$ cat src/rtl/can_bit_destuffing.sv
// CAN receive-side bit destuffer: removes the stuff bit after every STUFF_LEN equal bits,
// flags stuff errors and assembles DATA_W destuffed bits MSB-first into word_out.
module can_bit_destuffing #(
    parameter int DATA_W    = 64,
    parameter int STUFF_LEN = 5
) (
    input  logic                        clk,
    input  logic                        rst,
    input  logic                        start,
    input  logic                        bit_en,
    input  logic                        rx_bit,
    input  logic                        stuff_off,
    output logic                        bit_out,
    output logic                        bit_out_valid,
    output logic [DATA_W-1:0]           word_out,
    output logic                        word_valid,
    output logic [$clog2(DATA_W+1)-1:0] bit_count,
    output logic                        stuff_err,
    output logic                        busy
);
    localparam int CNT_W = $clog2(DATA_W + 1);
    localparam int RUN_W = $clog2(STUFF_LEN + 1);

    localparam logic [1:0] S_IDLE  = 2'd0;
    localparam logic [1:0] S_RUN   = 2'd1;
    localparam logic [1:0] S_DONE  = 2'd2;
    localparam logic [1:0] S_ERROR = 2'd3;

    logic [1:0]        state_q, state_d;
    logic [RUN_W-1:0]  run_len_q, run_len_d;
    logic              last_bit_q, last_bit_d;
    logic              bit_out_q, bit_out_d;
    logic              bit_out_valid_q, bit_out_valid_d;
    logic [DATA_W-1:0] word_q, word_d;
    logic              word_valid_q, word_valid_d;
    logic [CNT_W-1:0]  count_q, count_d;
    logic              stuff_err_q, stuff_err_d;
    logic              accept;

    always_comb begin
        state_d         = state_q;
        run_len_d       = run_len_q;
        last_bit_d      = last_bit_q;
        bit_out_d       = bit_out_q;
        bit_out_valid_d = 1'b0;
        word_d          = word_q;
        word_valid_d    = 1'b0;
        count_d         = count_q;
        stuff_err_d     = stuff_err_q;
        accept          = 1'b0;

        // start wins over a coincident bit_en, so that bit is dropped
        if (start) begin
            state_d     = S_RUN;
            run_len_d   = '0;
            word_d      = '0;
            count_d     = '0;
            stuff_err_d = 1'b0;
        end else if (state_q == S_RUN && bit_en) begin
            if (stuff_off) begin
                accept    = 1'b1;
                run_len_d = '0;
            end else if (run_len_q == '0) begin
                accept     = 1'b1;
                last_bit_d = rx_bit;
                run_len_d  = RUN_W'(1);
            end else if (run_len_q == RUN_W'(STUFF_LEN)) begin
                if (rx_bit != last_bit_q) begin
                    // stuff bit is discarded but opens the next run
                    last_bit_d = rx_bit;
                    run_len_d  = RUN_W'(1);
                end else begin
                    stuff_err_d = 1'b1;
                    state_d     = S_ERROR;
                end
            end else begin
                accept     = 1'b1;
                last_bit_d = rx_bit;
                run_len_d  = (rx_bit == last_bit_q) ? run_len_q + RUN_W'(1) : RUN_W'(1);
            end

            if (accept) begin
                word_d          = {word_q[DATA_W-2:0], rx_bit};
                count_d         = count_q + CNT_W'(1);
                bit_out_d       = rx_bit;
                bit_out_valid_d = 1'b1;
                if (count_q == CNT_W'(DATA_W - 1)) begin
                    word_valid_d = 1'b1;
                    state_d      = S_DONE;
                end
            end
        end
    end

    always_ff @(posedge clk) begin
        if (rst) begin
            state_q         <= S_IDLE;
            run_len_q       <= '0;
            last_bit_q      <= 1'b0;
            bit_out_q       <= 1'b0;
            bit_out_valid_q <= 1'b0;
            word_q          <= '0;
            word_valid_q    <= 1'b0;
            count_q         <= '0;
            stuff_err_q     <= 1'b0;
        end else begin
            state_q         <= state_d;
            run_len_q       <= run_len_d;
            last_bit_q      <= last_bit_d;
            bit_out_q       <= bit_out_d;
            bit_out_valid_q <= bit_out_valid_d;
            word_q          <= word_d;
            word_valid_q    <= word_valid_d;
            count_q         <= count_d;
            stuff_err_q     <= stuff_err_d;
        end
    end

    assign bit_out       = bit_out_q;
    assign bit_out_valid = bit_out_valid_q;
    assign word_out      = word_q;
    assign word_valid    = word_valid_q;
    assign bit_count     = count_q;
    assign stuff_err     = stuff_err_q;
    assign busy          = (state_q == S_RUN);

endmodule

$ cat config.mk
export PLATFORM = sky130hd
export DESIGN_NAME = can_bit_destuffing
export DESIGN_NICKNAME = d
export VERILOG_FILES = /design/src/rtl/can_bit_destuffing.sv
export SDC_FILE = /design/constraint.sdc
export NUM_CORES = 1
export LEC_CHECK = 0
export BUFFER_PORTS_ARGS = -buffer_cell sky130_fd_sc_hd__buf_2
export CORE_MARGIN = 1
export CORE_UTILIZATION = 39
export CTS_BUF_LIST = sky130_fd_sc_hd__clkbuf_8 sky130_fd_sc_hd__clkbuf_16
export CTS_CLUSTER_DIAMETER = 100
export DETAILED_ROUTE_END_ITERATION = 12
export SLEW_MARGIN = 5
export SYNTH_ARGS = -nofsm -noshare
export SYNTH_HDL_FRONTEND = slang
export SYNTH_SLANG_ARGS = --single-unit
$ cat constraint.sdc
create_clock -name clk -period 2.5 [get_ports clk]
set_input_delay 0.25 -clock clk [delete_from_list [all_inputs] [get_ports clk]]
set_output_delay 0.25 -clock clk [all_outputs]
set_load 0.02 [all_outputs]
==> results of run 1 <==
-- Yosys cell counts, types with 2 or more instances --
cell type | number | area [um2]
nor2_1 | 9 | 33.8
nand4_1 | 4 | 25.0
o21ai_1 | 2 | 10.0
xor2_1 | 4 | 35.0
nand3_1 | 4 | 20.0
ha_1 | 4 | 50.1
nand2_1 | 136 | 510
clkbuf_1 | 11 | 41.3
nor4_1 | 2 | 12.5
buf_6 | 4 | 45.0
buf_2 | 5 | 25.0
inv_1 | 5 | 18.8
and2_1 | 4 | 25.0
xnor2_1 | 2 | 17.5
o21ai_0 | 3 | 15.0
a21oi_1 | 69 | 345
buf_4 | 4 | 30.0
dfxtp_1 | 81 | 1620
-- power by group --
group,switching (mW),internal (mW),total (mW),leakage [nW]
clock network,0.498,0.470,0.968,0.0966
registers,0.00306,1.29,1.30,0.653
logic,0.0734,0.0212,0.0946,0.701
-- worst paths after layout --
path | cells after the start | slack, ns | to
worst max register to register | 7 | 0.51 | word_out[0]$_SDFFE_PP0P_
worst max-delay path | 7 | 0.51 | word_out[0]$_SDFFE_PP0P_
worst min-delay path | 2 | 0.13 | bit_out$_SDFFE_PP0P_
worst min register to register | 2 | 0.46 | word_out[18]$_SDFFE_PP0P_
-- metrics by stage --
step / instance area, um2 / util (%) / instances
after floorplan: 3030 / - / 372
after global placement: 3470 / 47.1 / 533
after detailed placement: 3470 / 47.1 / 533
after CTS: 3670 / 49.8 / 549
after global routing: 3670 / 49.8 / 549
final: 3670 / 49.8 / 549
-- layer usage --
metal  routed length, um  global-route usage [%]  vias up
met4                 127                    8.20        0
met2                3070                    26.8       76
li1                    -                       -     1358
met1                3180                    21.5     1210
met5                   0                       0        -
met3                 357                    5.58       12
-- kinds of logic (layout without fill, tap and decap cells) --
group	Yosys count	count (layout)	synth area share (%)
XOR/XNOR	6	6	1.73
buffers and inverters	29	107	5.28
flip-flops	81	81	53.5
AO/OA/AOI/OAI	80	80	14.0
AND/OR/NAND/NOR	171	171	23.5
adder cells (fa/ha/maj)	4	4	1.65
multiplexers	1	1	0.330
-- worst register-to-register path: stages, from the launching register on --
cell,delay [ns]
dfxtp_1,0.36
inv_1,0.07
ha_1,0.23
nand3b_2,0.17
and2_2,0.57
buf_12,0.29
nand2_1,0.08
a21oi_1,0.14
-- area by class of cell --
type	count	area, um2	area share (%)
clock buffer	9	124	3.37
clock inverter	7	76.3	2.08
inverter	5	18.8	0.511
multi-input combinational	262	1250	34.1
sequential	81	1620	44.2
tap	99	124	3.37
timing repair buffer	86	455	12.4
-- sequential cells by signal (all words and copies together), names as in the netlist --
signal	count
word_out	64
bit_count	7
run_len_q	3
state_q	2
bit_out	1
bit_out_valid	1
last_bit_q	1
stuff_err	1
word_valid	1
==> flow_metrics.tcl, run 1 <==
set metrics [dict create \
    grt_pass1_vias 2422 \
    ys_ff_latch 81 \
    syn_inst 372 \
    gp_congestion 0.792 \
    overflow 0 \
    maxSlewViolCount 0 \
    crit_buf_inv 2 \
    p_per_area_nw_per_um2 642 \
    cts_sinks 81 \
    drive_gt1_share_pct 23.8 \
    crit_chain "inv_1 > ha_1 > nand3b_2 > and2_2 > buf_12 > nand2_1 > a21oi_1" \
    worst_pin_slew_ns 0.647 \
    worst_slack_ns 0.513 \
    pin_count 82 \
    drtPass1Iterations 4 \
    layout_common_cells "nand2_1, dfxtp_1, buf_2" \
    antenna_found_initial 0 \
    cpLargestDelayFamily "simple AND/OR/NAND/NOR gates" \
    die_w_um 90.2 \
    crit_fanout 37 \
    fin_crit_ns 1.99 \
    ant_nets 0 \
    hold_viol 0 \
    dp_hpwl_um 4350 \
    avgRoutedWirePerCell_um 12.3 \
    crit_path_top_delay_cell "and2_2" \
    rsz0062_at_grt "false" \
    track_usage_pct 17.2 \
    cp.arrival_ns 2.26 \
    fp-row-count 31 \
    portBuffers 81 \
    relSlewSlack_pct 56.9 \
    cts_resized 0 \
    fin_nets 455 \
    clockRootBuffer "clkbuf_8" \
    via_per_inst 4.84 \
    cts.htree.levels 3 \
    cts_tree "yes" \
    clkLatencyLatePin_ns 0.36 \
    p_leak_nw 1.45 \
    cts.clk_slew.worst_paths_ns 0.08 \
    layout_commonest_cell "nand2_1" \
    setup_viol 0 \
    crit_type "reg2reg" \
    cts_hold_buf 0 \
    worstSetupStartpoint "run_len_q[1]$_SDFFE_PP0P_" \
    min_path_type "in2reg" \
    status "completed" \
    cp_data_required_time_ns 2.77 \
    postCtsSetupBuffers 0 \
    grt_max_degree 43 \
    finalSetupTns_ns 0 \
    cp-end-kind "register" \
    peakVddDrop_v 0.000217 \
    min_from "rst" \
    yosysWarnings 0 \
    area_delta_synth_final_pct 21.1 \
    die_h_um 90.2 \
    synthArstFlopShare_pct 0 \
    avgSynthCellArea_um2 8.15 \
    cts_inserted_buffers 9 \
    grt_pass1_wl_um 11200 \
    power_mw 2.36 \
    slowest_delay_ns 0.57 \
    seq_area_frac_synth_pct 53.5 \
    vias 2656 \
    drt_iter0_drc 79 \
    synth_top_flop_cell "dfxtp_1" \
    start_util_pct 41.2 \
    clockBufferDepth 2 \
    whs_ns 0.132 \
    fin_skew_ns 0.0136 \
    syn_nets 382 \
    synth_area_um2 3030 \
    core_um2 7370 \
    critical_path.startpoint_type "register" \
    fill_cells 738 \
    diodes 0 \
    r2r-start "run_len_q[1]$_SDFFE_PP0P_" \
    ys_types 37 \
    max_freq_mhz 503 \
    final.period_utilization_pct 79.5 \
    synth_edf_count 0 \
    maxCapViolations 0 \
    wl_um 6730 \
    die_area_um2 8130 \
    drc 0 \
    post-place-ws_ns 0.530 \
]
(Power assumes the default switching activity.)
==> run 2: changes to the inputs <==
==> constraint.sdc (replaced) <==
create_clock -name clk -period 2 [get_ports clk]
set_input_delay 0.2 -clock clk [delete_from_list [all_inputs] [get_ports clk]]
set_output_delay 0.2 -clock clk [all_outputs]
set_load 0.02 [all_outputs]
==> flow_metrics.tcl, run 2 (synthesized netlist as in run 1, its figures left out) <==
set metrics [dict create \
    p_comb_share_pct 4.3 \
    die_h_um 90.2 \
    gp_congestion 0.745 \
    clkLatencyLatePin_ns 0.35 \
    max_freq_mhz 579 \
    drt_iter0_drc 113 \
    final.period_utilization_pct 86.4 \
    dp.cells 533 \
    rsz0062_at_grt "false" \
    crit_chain "inv_1 > ha_1 > a211o_1 > a2111oi_2 > a22oi_1 > o21ai_1" \
    power_mw 2.81 \
    p_leak_nw 1.45 \
    power.internal_mw 2.11 \
    cts.htree.levels 3 \
    setup_viol 0 \
    dpl-instance-area_um2 3480 \
    ant_nets 0 \
    clockBufferDepth 2 \
    min_path_type "in2reg" \
    vias 2631 \
    p_clk_share_pct 38.1 \
    crit_fanout 4 \
    portBuffers 81 \
    fin_nets 455 \
    drc 0 \
    cts.clk_slew.worst_paths_ns 0.09 \
    antenna_found_initial 0 \
    maxCapViolations 0 \
    crit_type "reg2reg" \
    relSlewSlack_pct 50.5 \
    dp_hpwl_um 4100 \
    track_usage_pct 16.3 \
    post-route-cell-area_um2 3660 \
    whs_ns 0.0770 \
    pwr-share-seq_pct 57.6 \
    cts_hold_buf 0 \
    overflow 0 \
    core_um2 7370 \
    maxSlewViolCount 0 \
    clockRootBuffer "clkbuf_8" \
    die_area_um2 8130 \
    cts_tree "yes" \
    via_per_inst 4.79 \
    avgRoutedWirePerCell_um 11.8 \
    largest_reg_flops 64 \
    critical_path.startpoint_type "register" \
    postCtsSetupBuffers 0 \
    finalSetupTns_ns 0 \
    cts_resized 0 \
    slowest_delay_ns 0.40 \
    layout_common_cells "nand2_1, dfxtp_1, buf_2" \
    cpLargestDelayFamily "compound AO/OA/AOI/OAI gates" \
    p_sw_mw 0.705 \
    pin_count 82 \
    fin_cells 549 \
    cp_data_required_time_ns 2.29 \
    drive_gt1_share_pct 23.8 \
    wl_um 6460 \
    fin_skew_ns 0.0112 \
    layout_commonest_cell "nand2_1" \
    peakVddDrop_v 0.000324 \
    area_delta_synth_final_pct 20.7 \
    crit_path_top_delay_cell "a2111oi_2" \
    grt_pass1_wl_um 10800 \
    start_util_pct 41.2 \
    crit_buf_inv 1 \
    fp-row-count 31 \
    status "completed" \
    worst_pin_slew_ns 0.743 \
    grt_pass1_vias 2317 \
    die_w_um 90.2 \
    diodes 0 \
    hold_viol 0 \
    grt_max_degree 73 \
    cts_sinks 81 \
    drtPass1Iterations 4 \
    cp.arrival_ns 2.02 \
    switching_share_pct 25.1 \
    cts_inserted_buffers 9 \
    p_per_area_nw_per_um2 768 \
    fin_crit_ns 1.73 \
    cp-end-kind "register" \
]
[run 2: changes by cell type in the layout (fill, tap and decap cells not counted), sizes merged]
| cell | delta |
|---|---|
| clkinv | +2 |
| bufinv | -1 |
| clkinvlp | -1 |
[run 2: metrics by stage]
step	utilization [%]	worst slack, ns
6_report	49.7	0.273
2_1_floorplan	-	0.444
3_5_place_dp	47.3	0.326
5_1_grt	49.7	0.133
4_1_cts	49.7	0.297
3_3_place_gp	47.3	0.381
[run 2: final timing paths]
path / startpoint / endpoint / slack (ns) / cells after the start
worst max register to register: run_len_q[1]$_SDFFE_PP0P_ / run_len_q[2]$_SDFFE_PP0P_ / 0.27 / 6
worst max-delay path: run_len_q[1]$_SDFFE_PP0P_ / run_len_q[2]$_SDFFE_PP0P_ / 0.27 / 6
worst min-delay path: rst / state_q[0]$_SDFFE_PP0P_ / 0.08 / 2
worst min register to register: word_out[63]$_SDFFE_PP0P_ / word_out[63]$_SDFFE_PP0P_ / 0.45 / 2
[run 2: area by class of cell]
type,count,area (um2)
tap,99,124
sequential,81,1620
clock inverter,7,52.6
multi-input combinational,262,1250
clock buffer,9,124
fill,759,3710
timing repair buffer,86,468
inverter,5,18.8
[run 2: power groups by stage]
| stage | combinational [mW] | clock [mW] | sequential, mW |
|---|---|---|---|
| finish | 0.120 | 1.07 | 1.62 |
| global route | 0.133 | 1.19 | 1.62 |
| CTS | 0.121 | 1.11 | 1.62 |
| detailed placement | 0.121 | 0 | 1.66 |
| global placement | 0.122 | 0 | 1.66 |
| floorplan | 0.0894 | 0 | 1.66 |
[run 2: metal layers]
layer  track usage [%]  wire length, um  up-vias
met5                 0                0        -
met4              6.05               49        0
met3              4.57              300        6
met2              24.7             2770       65
met1              21.9             3340     1199
li1                  -                -     1361
[run 2: worst reg2reg max path, cell delays in order, from the launching register on]
cell and delay (ns):
dfxtp_1 0.37, inv_1 0.09, ha_1 0.23, a211o_1 0.31, a2111oi_2 0.40, a22oi_1 0.12
o21ai_1 0.13
